===== config.mk =====
export PLATFORM = sky130hd
export DESIGN_NAME = reset_sequencer_flat
export DESIGN_NICKNAME = d
export VERILOG_FILES = /design/src/rtl/reset_sequencer_if.sv /design/src/rtl/reset_sequencer.sv /design/src/flat_wrapper.sv
export SDC_FILE = /design/constraint.sdc
export NUM_CORES = 1
export LEC_CHECK = 0
export CORE_UTILIZATION = 40
export DETAILED_ROUTE_END_ITERATION = 8
export DONT_BUFFER_PORTS = 1
export PLACE_DENSITY_LB_ADDON = 0.1
export SLEW_MARGIN = 20
export SYNTH_ARGS = -nofsm -noshare
export SYNTH_HDL_FRONTEND = slang
export SYNTH_SLANG_ARGS = --single-unit

===== constraint.sdc =====
create_clock -name clk_50 -period 2.3 [get_ports clk_50]
set_input_delay 0.46 -clock clk_50 [delete_from_list [all_inputs] [get_ports clk_50]]
set_output_delay 0.46 -clock clk_50 [all_outputs]
set_load 0.1 [all_outputs]

===== src/rtl/reset_sequencer_if.sv =====
// Reset sequencer pin bundle: raw button and PLL lock in, PLL/CPU resets and
// debug status out. clk_50 and resb stay as plain ports on the sequencer.
interface reset_sequencer_if;
  logic       button_reset;    // raw push-button, 0 = pressed
  logic       pll_cpu_locked;  // asynchronous PLL lock flag
  logic       pll_cpu_reset;   // PLL reset, active low
  logic       cpu_resb;        // CPU reset, active low
  logic       lock_fail;       // sticky lock-timeout flag
  logic [2:0] seq_state;       // FSM state for debug

  // Sequencer side
  modport master (
    input  button_reset,
    input  pll_cpu_locked,
    output pll_cpu_reset,
    output cpu_resb,
    output lock_fail,
    output seq_state
  );

  // Board / environment side
  modport slave (
    output button_reset,
    output pll_cpu_locked,
    input  pll_cpu_reset,
    input  cpu_resb,
    input  lock_fail,
    input  seq_state
  );
endinterface


===== src/rtl/reset_sequencer.sv =====
// Power-up and push-button reset sequencer for the 65C02 system.
// Resets the CPU PLL, qualifies its lock, holds the CPU in reset for a fixed
// time, then releases it. A debounced button press or loss of lock puts the
// CPU back into reset. All outputs come straight from registers.
module reset_sequencer #(
  parameter int unsigned DEBOUNCE_CYCLES     = 500000,
  parameter int unsigned PLL_RESET_CYCLES    = 16,
  parameter int unsigned LOCK_STABLE_CYCLES  = 8,
  parameter int unsigned LOCK_TIMEOUT_CYCLES = 1000000,
  parameter int unsigned CPU_RESET_HOLD      = 200
) (
  input  logic                  clk_50,
  input  logic                  resb,
  reset_sequencer_if.master     seq_if
);

  function automatic int unsigned max2(input int unsigned a, input int unsigned b);
    return (a > b) ? a : b;
  endfunction

  // One counter width wide enough for the largest limit, so no counter wraps.
  localparam int unsigned MAX_P = max2(max2(max2(DEBOUNCE_CYCLES, PLL_RESET_CYCLES),
                                            max2(LOCK_STABLE_CYCLES, LOCK_TIMEOUT_CYCLES)),
                                       CPU_RESET_HOLD);
  localparam int unsigned CNT_W = $clog2(MAX_P) + 1;

  localparam logic [CNT_W-1:0] CNT_ZERO    = {CNT_W{1'b0}};
  localparam logic [CNT_W-1:0] CNT_ONE     = CNT_W'(1);
  localparam logic [CNT_W-1:0] DEB_LAST    = CNT_W'(DEBOUNCE_CYCLES - 1);
  localparam logic [CNT_W-1:0] PLLRST_LAST = CNT_W'(PLL_RESET_CYCLES - 1);
  localparam logic [CNT_W-1:0] LOCK_OK_CNT = CNT_W'(LOCK_STABLE_CYCLES);
  localparam logic [CNT_W-1:0] TMO_LAST    = CNT_W'(LOCK_TIMEOUT_CYCLES - 1);
  localparam logic [CNT_W-1:0] HOLD_LAST   = CNT_W'(CPU_RESET_HOLD - 1);

  typedef enum logic [2:0] {
    ST_PLL_RST   = 3'd0,
    ST_WAIT_LOCK = 3'd1,
    ST_HOLD      = 3'd2,
    ST_RUN       = 3'd3,
    ST_BTN       = 3'd4
  } state_t;

  // Synchronisers
  logic             btn_meta_q;
  logic             btn_sync_q;
  logic             lock_meta_q;
  logic             lock_sync_q;

  // Debounce
  logic             btn_deb_q,  btn_deb_d;
  logic [CNT_W-1:0] deb_cnt_q,  deb_cnt_d;

  // Lock qualifier
  logic [CNT_W-1:0] lock_cnt_q, lock_cnt_d;
  logic             lock_ok_s;

  // Sequencer FSM and its registered outputs
  state_t           state_q,    state_d;
  logic [CNT_W-1:0] cnt_q,      cnt_d;
  logic             pll_rst_n_q, pll_rst_n_d;
  logic             cpu_resb_q,  cpu_resb_d;
  logic             lock_fail_q, lock_fail_d;

  // Two-flop synchronisers for the asynchronous button and lock inputs
  always_ff @(posedge clk_50) begin
    if (!resb) begin
      btn_meta_q  <= 1'b1;
      btn_sync_q  <= 1'b1;
      lock_meta_q <= 1'b0;
      lock_sync_q <= 1'b0;
    end else begin
      btn_meta_q  <= seq_if.button_reset;
      btn_sync_q  <= btn_meta_q;
      lock_meta_q <= seq_if.pll_cpu_locked;
      lock_sync_q <= lock_meta_q;
    end
  end

  // Debounce: count cycles the synchronised button disagrees with the accepted
  // level; a single agreeing cycle restarts the count, so short glitches die.
  always_comb begin
    btn_deb_d = btn_deb_q;
    deb_cnt_d = deb_cnt_q;
    if (btn_sync_q == btn_deb_q) begin
      deb_cnt_d = CNT_ZERO;
    end else if (deb_cnt_q == DEB_LAST) begin
      btn_deb_d = btn_sync_q;
      deb_cnt_d = CNT_ZERO;
    end else begin
      deb_cnt_d = deb_cnt_q + CNT_ONE;
    end
  end

  // Debounce state registers
  always_ff @(posedge clk_50) begin
    if (!resb) begin
      btn_deb_q <= 1'b1;
      deb_cnt_q <= CNT_ZERO;
    end else begin
      btn_deb_q <= btn_deb_d;
      deb_cnt_q <= deb_cnt_d;
    end
  end

  // Lock qualifier: consecutive high cycles, saturating at the stable count
  always_comb begin
    lock_cnt_d = lock_cnt_q;
    if (!lock_sync_q) begin
      lock_cnt_d = CNT_ZERO;
    end else if (lock_cnt_q == LOCK_OK_CNT) begin
      lock_cnt_d = lock_cnt_q;
    end else begin
      lock_cnt_d = lock_cnt_q + CNT_ONE;
    end
  end

  assign lock_ok_s = (lock_cnt_q == LOCK_OK_CNT);

  // Lock qualifier register
  always_ff @(posedge clk_50) begin
    if (!resb) begin
      lock_cnt_q <= CNT_ZERO;
    end else begin
      lock_cnt_q <= lock_cnt_d;
    end
  end

  // Next-state logic; lock loss outranks button press and count expiry.
  // Outputs are decoded from the next state so they register alongside it.
  always_comb begin
    state_d     = state_q;
    cnt_d       = cnt_q + CNT_ONE;
    lock_fail_d = lock_fail_q;
    case (state_q)
      ST_PLL_RST: begin
        if (cnt_q == PLLRST_LAST) begin
          state_d = ST_WAIT_LOCK;
          cnt_d   = CNT_ZERO;
        end else begin
          state_d = ST_PLL_RST;
        end
      end
      ST_WAIT_LOCK: begin
        if (lock_ok_s) begin
          state_d = ST_HOLD;
          cnt_d   = CNT_ZERO;
        end else if (cnt_q == TMO_LAST) begin
          state_d     = ST_PLL_RST;
          cnt_d       = CNT_ZERO;
          lock_fail_d = 1'b1;
        end else begin
          state_d = ST_WAIT_LOCK;
        end
      end
      ST_HOLD: begin
        if (!lock_sync_q) begin
          state_d = ST_PLL_RST;
          cnt_d   = CNT_ZERO;
        end else if (!btn_deb_q) begin
          state_d = ST_BTN;
          cnt_d   = CNT_ZERO;
        end else if (cnt_q == HOLD_LAST) begin
          state_d = ST_RUN;
          cnt_d   = CNT_ZERO;
        end else begin
          state_d = ST_HOLD;
        end
      end
      ST_RUN: begin
        cnt_d = CNT_ZERO;
        if (!lock_sync_q) begin
          state_d = ST_PLL_RST;
        end else if (!btn_deb_q) begin
          state_d = ST_BTN;
        end else begin
          state_d = ST_RUN;
        end
      end
      ST_BTN: begin
        cnt_d = CNT_ZERO;
        if (!lock_sync_q) begin
          state_d = ST_PLL_RST;
        end else if (btn_deb_q) begin
          state_d = ST_HOLD;
        end else begin
          state_d = ST_BTN;
        end
      end
      default: begin
        state_d = ST_PLL_RST;
        cnt_d   = CNT_ZERO;
      end
    endcase

    pll_rst_n_d = (state_d != ST_PLL_RST);
    cpu_resb_d  = (state_d == ST_RUN);
  end

  // FSM state, in-state counter and registered outputs
  always_ff @(posedge clk_50) begin
    if (!resb) begin
      state_q     <= ST_PLL_RST;
      cnt_q       <= CNT_ZERO;
      pll_rst_n_q <= 1'b0;
      cpu_resb_q  <= 1'b0;
      lock_fail_q <= 1'b0;
    end else begin
      state_q     <= state_d;
      cnt_q       <= cnt_d;
      pll_rst_n_q <= pll_rst_n_d;
      cpu_resb_q  <= cpu_resb_d;
      lock_fail_q <= lock_fail_d;
    end
  end

  assign seq_if.pll_cpu_reset = pll_rst_n_q;
  assign seq_if.cpu_resb      = cpu_resb_q;
  assign seq_if.lock_fail     = lock_fail_q;
  assign seq_if.seq_state     = state_q;

endmodule

===== src/flat_wrapper.sv =====
// flat-port wrapper written by rule: the top's interface ports become plain ports
module reset_sequencer_flat 
#(
  parameter int unsigned DEBOUNCE_CYCLES     = 500000,
  parameter int unsigned PLL_RESET_CYCLES    = 16,
  parameter int unsigned LOCK_STABLE_CYCLES  = 8,
  parameter int unsigned LOCK_TIMEOUT_CYCLES = 1000000,
  parameter int unsigned CPU_RESET_HOLD      = 200
)
  (clk_50, resb, seq_if_button_reset, seq_if_pll_cpu_locked, seq_if_pll_cpu_reset, seq_if_cpu_resb, seq_if_lock_fail, seq_if_seq_state);
  reset_sequencer_if seq_if_i ();
  input  logic clk_50;
  input  logic resb;
  input wire logic [$bits(seq_if_i.button_reset)-1:0] seq_if_button_reset;
  input wire logic [$bits(seq_if_i.pll_cpu_locked)-1:0] seq_if_pll_cpu_locked;
  output wire logic [$bits(seq_if_i.pll_cpu_reset)-1:0] seq_if_pll_cpu_reset;
  output wire logic [$bits(seq_if_i.cpu_resb)-1:0] seq_if_cpu_resb;
  output wire logic [$bits(seq_if_i.lock_fail)-1:0] seq_if_lock_fail;
  output wire logic [$bits(seq_if_i.seq_state)-1:0] seq_if_seq_state;
  assign seq_if_i.button_reset = seq_if_button_reset;
  assign seq_if_i.pll_cpu_locked = seq_if_pll_cpu_locked;
  assign seq_if_pll_cpu_reset = seq_if_i.pll_cpu_reset;
  assign seq_if_cpu_resb = seq_if_i.cpu_resb;
  assign seq_if_lock_fail = seq_if_i.lock_fail;
  assign seq_if_seq_state = seq_if_i.seq_state;
  reset_sequencer #(.DEBOUNCE_CYCLES(DEBOUNCE_CYCLES), .PLL_RESET_CYCLES(PLL_RESET_CYCLES), .LOCK_STABLE_CYCLES(LOCK_STABLE_CYCLES), .LOCK_TIMEOUT_CYCLES(LOCK_TIMEOUT_CYCLES), .CPU_RESET_HOLD(CPU_RESET_HOLD)) u_core (.clk_50(clk_50), .resb(resb), .seq_if(seq_if_i));
endmodule

; Word-level counts from Yosys, hierarchy flattened
; Cells that the tools add are included.
[word_totals]
ff_bits = 74
[classes]
n_bitwise = 3
n_eq_ne = 11
n_addsub = 3
n_reduce_logical = 6
mux = 18
[ops]
columns = op, n
row1 = 2-to-1 mux 21 bit, 6
row2 = adder 21 x 1 -> 21 bit (second input constant), 3
row3 = one-hot mux 21 bit (3 select lines), 1
row4 = equality test 21 x 4 -> 1 bit (second input constant), 2
row5 = equality test 21 x 19 -> 1 bit (second input constant), 1
row6 = equality test 21 x 20 -> 1 bit (second input constant), 1
row7 = equality test 21 x 8 -> 1 bit (second input constant), 1
row8 = 2-to-1 mux 3 bit, 7
row9 = one-hot mux 3 bit (5 select lines), 1
row10 = equality test 3 x 2 -> 1 bit (second input constant), 3
row11 = AND reduction 2 bit, 2
row12 = equality test 3 x 1 -> 1 bit (second input constant), 1
row13 = equality test 3 bit (second input constant), 1
row14 = zero test 3 bit, 1
row15 = 2-to-1 mux 1 bit, 3
row16 = inverter 1 bit, 3
row17 = AND reduction 3 bit, 1
row18 = nonzero test 3 bit, 1
row19 = OR reduction 3 bit, 1
row20 = equality test 1 bit, 1

; Longest topological paths before layout
; Gate-level depths: netlist of the first run.
[depth]
word_depth = 6
ltp_mapped = 8
ltp_nobuf = 7

; Worst setup path before layout of the first run
; Ideal clock, no wire load.
[synth_path]
path_type = reg2reg
start = reg u_core.state_q[1] (netlist: u_core.seq_if.seq_state[1])
end = reg u_core.cnt_q[17]
setup_time_ns = 0.080
t_required_ns = 2.220
setup_slack_ns = -0.001
t_arrival_ns = 2.221
stages_incl_launch_ff = 7
n_path_buf = 1
path_cell_list = dfxtp_1 > inv_1 > or3_1 > a211oi_1 > a211oi_2 > buf_6 > nor3b_1
[synth_via]
elab_chain_cells = 2
word_cells_on_any_way = 4
cone_classes = eq/ne: 2 / mux: 1 / reduce/logical: 1
[synth_lines]
columns = item, line_no
row1 = from (decl), reset_sequencer.sv:58  ; state_t state_q, state_d;
row2 = from (signal assigned), reset_sequencer.sv:208  ; state_q <= state_d;
row3 = "equality test 3 x 2 -> 1 bit, or another cell as far along", reset_sequencer.sv:134  ; case (state_q)
row4 = one-hot mux 21 bit (3 select lines) *, reset_sequencer.sv:134
row5 = to (signal assigned), reset_sequencer.sv:209  ; cnt_q <= cnt_d;
row6 = to (decl), reset_sequencer.sv:59  ; logic [CNT_W-1:0] cnt_q, cnt_d;
; Every way passes the cells marked *; elsewhere a longest branch is shown, timed or not.
; A chain may end at the register's enable or synchronous reset.

; Final worst setup path of the first run
[layout_path]
start = reg u_core.cnt_q[10]
end = reg u_core.cnt_q[19]
[layout_via]
elab_chain_cells = 5
word_cells_on_any_way = 11
cone_classes = add/sub: 1 / eq/ne: 3 / mux: 7
[layout_lines]
columns = item, line_no
row1 = adder 21 x 1 -> 21 bit / equality test 21 x 8 -> 1 bit (equally long branches), "reset_sequencer.sv:132, reset_sequencer.sv:162"
row2 = 2-to-1 mux 21 bit, reset_sequencer.sv:162  ; end else if (cnt_q == HOLD_LAST) begin
row3 = 2-to-1 mux 21 bit, reset_sequencer.sv:159  ; end else if (!btn_deb_q) begin
row4 = 2-to-1 mux 21 bit, reset_sequencer.sv:156  ; if (!lock_sync_q) begin
row5 = one-hot mux 21 bit (3 select lines) *, reset_sequencer.sv:134
; Marked as above.

==> results_dict.tcl, run 1 <==
set metrics [dict create \
    r2r_cells 6 \
    async_flop_share_pct 0 \
    syn2layout_area_growth_pct 11.40 \
    io_pins 10 \
    relSlewSlack_pct 52.35 \
    clkTransAtPathRegs_ns 0.07 \
    p_leak_nw 1.265 \
    yosys_most_used_dff "dfxtp_1" \
    antenna_left 0 \
    final_cell_mix "dfxtp_1 (73), nor2_1 (64), nand2_1 (38), xor2_1 (34), nand3_1 (28)" \
    grt_max_degree 22 \
    cts_setup_buffers 0 \
    cts-resized-gates 0 \
    rsz0062_at_grt "no" \
    drive_gt1_share_pct 8.010 \
    numCtsBuffers 9 \
    start_util_pct 41.23 \
    worst_pin_slew_ns 0.7131 \
    status "finished clean" \
    timing.rr.end "u_core.cnt_q[19]" \
    hold_viol_final 0 \
    num_vias 2614 \
    finalMaxSlewViolations 0 \
    max_cap_violations 0 \
    die_y_um 93.80 \
    crit_path_start_kind "flip-flop" \
    final.min_clock_period_ns 1.973 \
    cts_buffer_depth 2 \
    cts-root-buf "clkbuf_8" \
    drt-wirelength-per-cell_um 12.36 \
    h-tree-depth 3 \
    final_core_util_pct 45.93 \
    setup_tns_ns 0 \
    core-area_um2 8175 \
    grt_pass1_wl_um 11220 \
    rr_startpoint "u_core.cnt_q[10]" \
    clock_latency_ns 0.34 \
    powerDensity_nw_per_um2 639.5 \
    io_buffer_count 0 \
    synth-seq-area-share_pct 43.95 \
    drt_iter0_markers 90 \
    routed_wirelength_um 6390 \
    grtUsageTotal_pct 16.24 \
    gp_congestion 0.8685 \
    crit_end "u_core.cnt_q[19]" \
    hold_slack_ns 0.1887 \
    gr-total-overflow 0 \
    fin_skew_ns 0.01613 \
    dpl_cell_area_um2 3546 \
    stdcell_count 517 \
    synth_seq_cells 74 \
    synth_fp_nets 405 \
    synth_largest_area_cell "dfxtp_1" \
    cp.arrival_ns 2.20 \
    diodes 0 \
    crit_fanout 21 \
    tritoncts "yes" \
    layout.cells.most_common "dfxtp_1" \
    final-setup-viol-count 0 \
    die_w_um 93.80 \
    grt_pass1_vias 2437 \
    yosysTopAreaCellShare_pct 43.95 \
    peakVddDrop_mv 0.3728 \
    clock_sinks 74 \
    crit_type "reg2reg" \
    antenna_found_initial 0 \
    post-route-cell-area_um2 3755 \
    synth-edff-count 0 \
    worstPathRequired_ns 2.53 \
    rrSetupSlack_ns 0.33 \
    first_pass_iters 4 \
    syn_area_um2 3371 \
    ys_top_cells_by_area "dfxtp_1 (44%), xor2_1 (8.8%), nor2_1 (7.1%), xnor2_1 (4.9%), nand2_1 (4.2%)" \
    cts_hold_buf 0 \
    dieArea_um2 8798 \
    yosysWarningCount 0 \
    drc 0 \
    synth.distinct_cells 41 \
    hold_path_class "in2reg" \
    viasPerCell 5.056 \
    synth_cells 397 \
    finalCritPeriodShare_pct 85.80 \
    crit_start "u_core.cnt_q[10]" \
    placed_cells 502 \
    nets 416 \
    dpl.hpwl_um 4442 \
    avgSynthCellArea_um2 8.491 \
    fmax_mhz 506.7 \
    num_rows 33 \
    cp-end-kind "flip-flop" \
]
==> cell usage after synthesis (4+ instances only) <==
cell type,instances
nor4_1,13
nor2_1,64
or3_1,7
nand2_1,38
inv_1,15
ha_1,4
dfxtp_1,74
xor2_1,34
xnor2_1,19
nor3b_1,7
clkbuf_1,8
a21oi_1,8
nand4_1,13
o21ai_0,7
nor4b_1,6
nor3_1,15
nand3_1,28
==> state kept, by name, summed over array words and instances, names as in the netlist <==
signal and cells:
u_core.btn_deb_q 1, u_core.btn_meta_q 1, u_core.btn_sync_q 1, u_core.cnt_q 21, u_core.deb_cnt_q 21, u_core.lock_cnt_q 21
u_core.lock_meta_q 1, u_core.lock_sync_q 1, u_core.seq_if.cpu_resb 1, u_core.seq_if.lock_fail 1, u_core.seq_if.pll_cpu_reset 1, u_core.seq_if.seq_state 3
==> how the worst min path moves through the flow <==
stage               cells after the start               from                 to
floorplan                               1  u_core.btn_meta_q  u_core.btn_sync_q
global placement                        1  u_core.btn_meta_q  u_core.btn_sync_q
detailed placement                      1  u_core.btn_meta_q  u_core.btn_sync_q
CTS                                     1               resb   u_core.btn_deb_q
global route                            1               resb   u_core.btn_deb_q
finish                                  1               resb   u_core.btn_deb_q
==> layout make-up <==
type / instances / area [um2]
fillers: 814 / 4420
multi-input cells: 297 / 1780
flip-flops and latches: 74 / 1483
clock buffers: 11 / 131.4
well taps: 105 / 131.4
repair buffers: 11 / 95.09
clock inverters: 4 / 77.57
inverters: 15 / 56.30
==> power breakdown <==
| group | internal [mW] | total, mW | switching [mW] |
|---|---|---|---|
| clock | 0.610 | 1.07 | 0.464 |
| sequential | 1.29 | 1.30 | 0.00663 |
| combinational | 0.0121 | 0.0316 | 0.0194 |
==> worst max-delay path, stage by stage, from the launching register on <==
cell	delay, ns
dfxtp_1	0.35
or4_1	0.54
and4b_2	0.33
a211oi_1	0.09
a211oi_2	0.29
buf_12	0.19
nor3b_1	0.06
==> cells by family (layout without fill, tap and decap cells) <==
group / after synthesis / in the layout / synth area share [%]
simple gates: 210 / 210 / 31.40
buf+inv: 26 / 41 / 3.378
xor+xnor: 53 / 53 / 13.77
compound gates: 27 / 27 / 5.123
fa+ha+maj: 4 / 4 / 1.485
flops: 74 / 74 / 43.95
mux: 3 / 3 / 0.8909
==> per-layer routing <==
metal  GRT usage (%)  routed length, um
met1           22.27               3423
met2           23.78               2689
met3           3.722                155
met4           7.949                121
met5               0                  0
==> through the flow <==
| stage | setup WS, ns | total power [mW] |
|---|---|---|
| floorplan | 0.1013 | 1.350 |
| global placement | 0.3759 | 1.357 |
| detailed placement | 0.3415 | 1.358 |
| CTS | 0.3236 | 2.438 |
| global route | 0.1616 | 2.506 |
| finish | 0.3266 | 2.401 |
Power figures use the tool's default switching activity.
==> run 2: changes to the inputs <==
--- a/config.mk
+++ b/config.mk
@@ -5,6 +5,7 @@
 export SDC_FILE = /design/constraint.sdc
 export NUM_CORES = 1
 export LEC_CHECK = 0
+export ABC_CLOCK_PERIOD_IN_PS = 2300
 export CORE_UTILIZATION = 40
 export DETAILED_ROUTE_END_ITERATION = 8
 export DONT_BUFFER_PORTS = 1
==> results of run 2 <==
Same layout as run 1: the final DEF is identical, and so are final timing and power.
==> run 3: changes to the inputs <==
--- a/config.mk
+++ b/config.mk
@@ -6,7 +6,9 @@
 export NUM_CORES = 1
 export LEC_CHECK = 0
 export ABC_CLOCK_PERIOD_IN_PS = 2300
+export CORE_MARGIN = 4
 export CORE_UTILIZATION = 40
+export CTS_CLUSTER_DIAMETER = 30
 export DETAILED_ROUTE_END_ITERATION = 8
 export DONT_BUFFER_PORTS = 1
 export PLACE_DENSITY_LB_ADDON = 0.1
==> run 3 against run 2 <==
Compared with the run above: non-clock buffer count up 3; sequential share of layout area rose by 0.32 points; setup slack got worse by 0.027 ns; design area shrank 0.80%; combinational power rose by 2%; critical path depth is the same; via count rose by 0.42%; core utilization is 0.60 points lower; register-to-register slack worse by 0.03 ns; hold slack worse by 0.0011 ns.
==> results_dict.tcl, run 3 (same netlist as run 1, synthesis figures left out) <==
set metrics [dict create \
    drt_iter0_markers 76 \
    wl_met1_um 3344 \
    slowest_stage "or4_1" \
    powerDensity_nw_per_um2 594.3 \
    wl_met2_um 2905 \
    cp-end-kind "flip-flop" \
    rsz0062_at_grt "no" \
    final-setup-viol-count 0 \
    finalCritPeriodShare_pct 86.96 \
    clock_sinks 74 \
    grt_pass1_vias 2437 \
    dpl.hpwl_um 4628 \
    reg_top3 "u_core.cnt_q: 21 flops, u_core.deb_cnt_q: 21 flops, u_core.lock_cnt_q: 21 flops" \
    slowest_delay_ns 0.55 \
    wl_met3_um 276 \
    r2r_cells 6 \
    cts_buffer_depth 2 \
    antenna_left 0 \
    io_buffer_count 0 \
    p_sw_share_pct 23.55 \
    multi_input_area_um2 1780 \
    crit_path_start_kind "flip-flop" \
    internal-power_mw 1.692 \
    diodes 0 \
    h-tree-depth 3 \
    grt_max_degree 22 \
    hold_path_class "in2reg" \
    rr_startpoint "u_core.cnt_q[10]" \
    crit_end "u_core.cnt_q[19]" \
    ff_latch_area_um2 1483 \
    highest_layer "met4" \
    p_leak_nw 1.252 \
    num_rows 33 \
    setup_tns_ns 0 \
    critical_path.top_delay_family "simple AND/OR/NAND/NOR gates" \
    net-switching-power_mw 0.5214 \
    worstPathRequired_ns 2.52 \
    max_cap_violations 0 \
    p_clk_share_pct 40.0 \
    combPwrFrac_pct 1.5 \
    cts-resized-gates 0 \
    die_w_um 99.80 \
    cp.arrival_ns 2.22 \
    dieArea_um2 9959 \
    finalMaxSlewViolations 0 \
    fin_skew_ns 0.01024 \
    relSlewSlack_pct 51.47 \
    cts_hold_buf 0 \
    worst_pin_slew_ns 0.7262 \
    final.min_clock_period_ns 2.000 \
    gp_congestion 0.8501 \
    cts_setup_buffers 0 \
    stdcell_count 521 \
    final_cell_mix "dfxtp_1 (73), nor2_1 (64), nand2_1 (38), xor2_1 (34), nand3_1 (28)" \
    cp.depth 6 \
    routed_wirelength_um 6598 \
    gr-total-overflow 0 \
    viasPerCell 5.038 \
    cts-root-buf "clkbuf_8" \
    grt_pass1_wl_um 11510 \
    crit_buf_inv 1 \
    rrSetupSlack_ns 0.30 \
    peakVddDrop_mv 0.3040 \
    drt-wirelength-per-cell_um 12.66 \
    fill_cells 811 \
    crit_type "reg2reg" \
    tritoncts "yes" \
    status "finished clean" \
    drc 0 \
    core-area_um2 8217 \
    timing.rr.end "u_core.cnt_q[19]" \
    die_y_um 99.80 \
    io_pins 10 \
    placed_cells 505 \
    clock_latency_ns 0.34 \
    fmax_mhz 500.0 \
    num_vias 2625 \
    crit_start "u_core.cnt_q[10]" \
    clkTransAtPathRegs_ns 0.08 \
    hold_viol_final 0 \
    crit_fanout 21 \
    nets 419 \
    drive_gt1_share_pct 9.135 \
    grtUsageTotal_pct 14.18 \
    numCtsBuffers 9 \
    syn2layout_area_growth_pct 10.50 \
    start_util_pct 41.02 \
    antenna_found_initial 0 \
    layout.cells.most_common "dfxtp_1" \
    first_pass_iters 4 \
    seq_power_share_pct 58.5 \
    path_cells "or4_1, and4b_2, a211oi_1, a211oi_2, buf_4, nor3b_1" \
]
run 3: changes by cell type in the layout (fill, tap and decap cells not counted):
cell        before  now
buf_4           10   14
clkinvlp_4       0    3
bufinv_16        2    0
clkinv_2         0    2
clkinv_4         2    0
buf_12           1    0
clkbuf_1         2    1
inv_6            0    1
run 3: routing by layer:
metal	track usage (%)	vias to the layer above
met5	0	-
met4	4.412	0
met3	3.614	6
met2	21.86	42
met1	19.53	1181
li1	-	1396
run 3: worst min path at each step:
stage                              startpoint             endpoint  slack (ns)  cells past startpoint
after floorplan             u_core.btn_meta_q    u_core.btn_sync_q        0.39                      1
after global placement    u_core.deb_cnt_q[0]  u_core.deb_cnt_q[0]        0.45                      1
after detailed placement    u_core.btn_meta_q    u_core.btn_sync_q        0.45                      1
after CTS                                resb     u_core.btn_deb_q        0.17                      1
after global routing                     resb     u_core.btn_deb_q        0.17                      1
final                                    resb     u_core.btn_deb_q        0.19                      1
run 3: final cells by class:
type,instances,area share [%]
Clock buffer,10,3.426
Clock inverter,6,1.108
Timing Repair Buffer,14,2.822
Tap cell,105,3.527
Multi-Input combinational cell,297,47.80
Inverter,15,1.512
Sequential cell,74,39.81
run 3: stage by stage:
stage | util [%] | cell area, um2 | hold WS (ns) | power (mW) | worst slack, ns
final | 45.33 | 3725 | 0.1876 | 2.214 | 0.2998
after detailed placement | 43.28 | 3556 | 0.4493 | 1.358 | 0.2987
after CTS | 45.33 | 3725 | 0.1713 | 2.259 | 0.2763
after global routing | 45.33 | 3725 | 0.1676 | 2.323 | 0.1673
after floorplan | - | 3372 | 0.3863 | 1.350 | 0.1013
after global placement | 43.28 | 3556 | 0.4484 | 1.358 | 0.3322
run 3: power groups by stage:
stage          sequential [mW]  clock [mW]  combinational [mW]
3_3_place_gp              1.33           0              0.0322
3_5_place_dp              1.33           0              0.0326
5_1_grt                   1.30       0.989              0.0372
2_1_floorplan             1.32           0              0.0269
4_1_cts                   1.30       0.931              0.0330
6_report                  1.30       0.887              0.0322
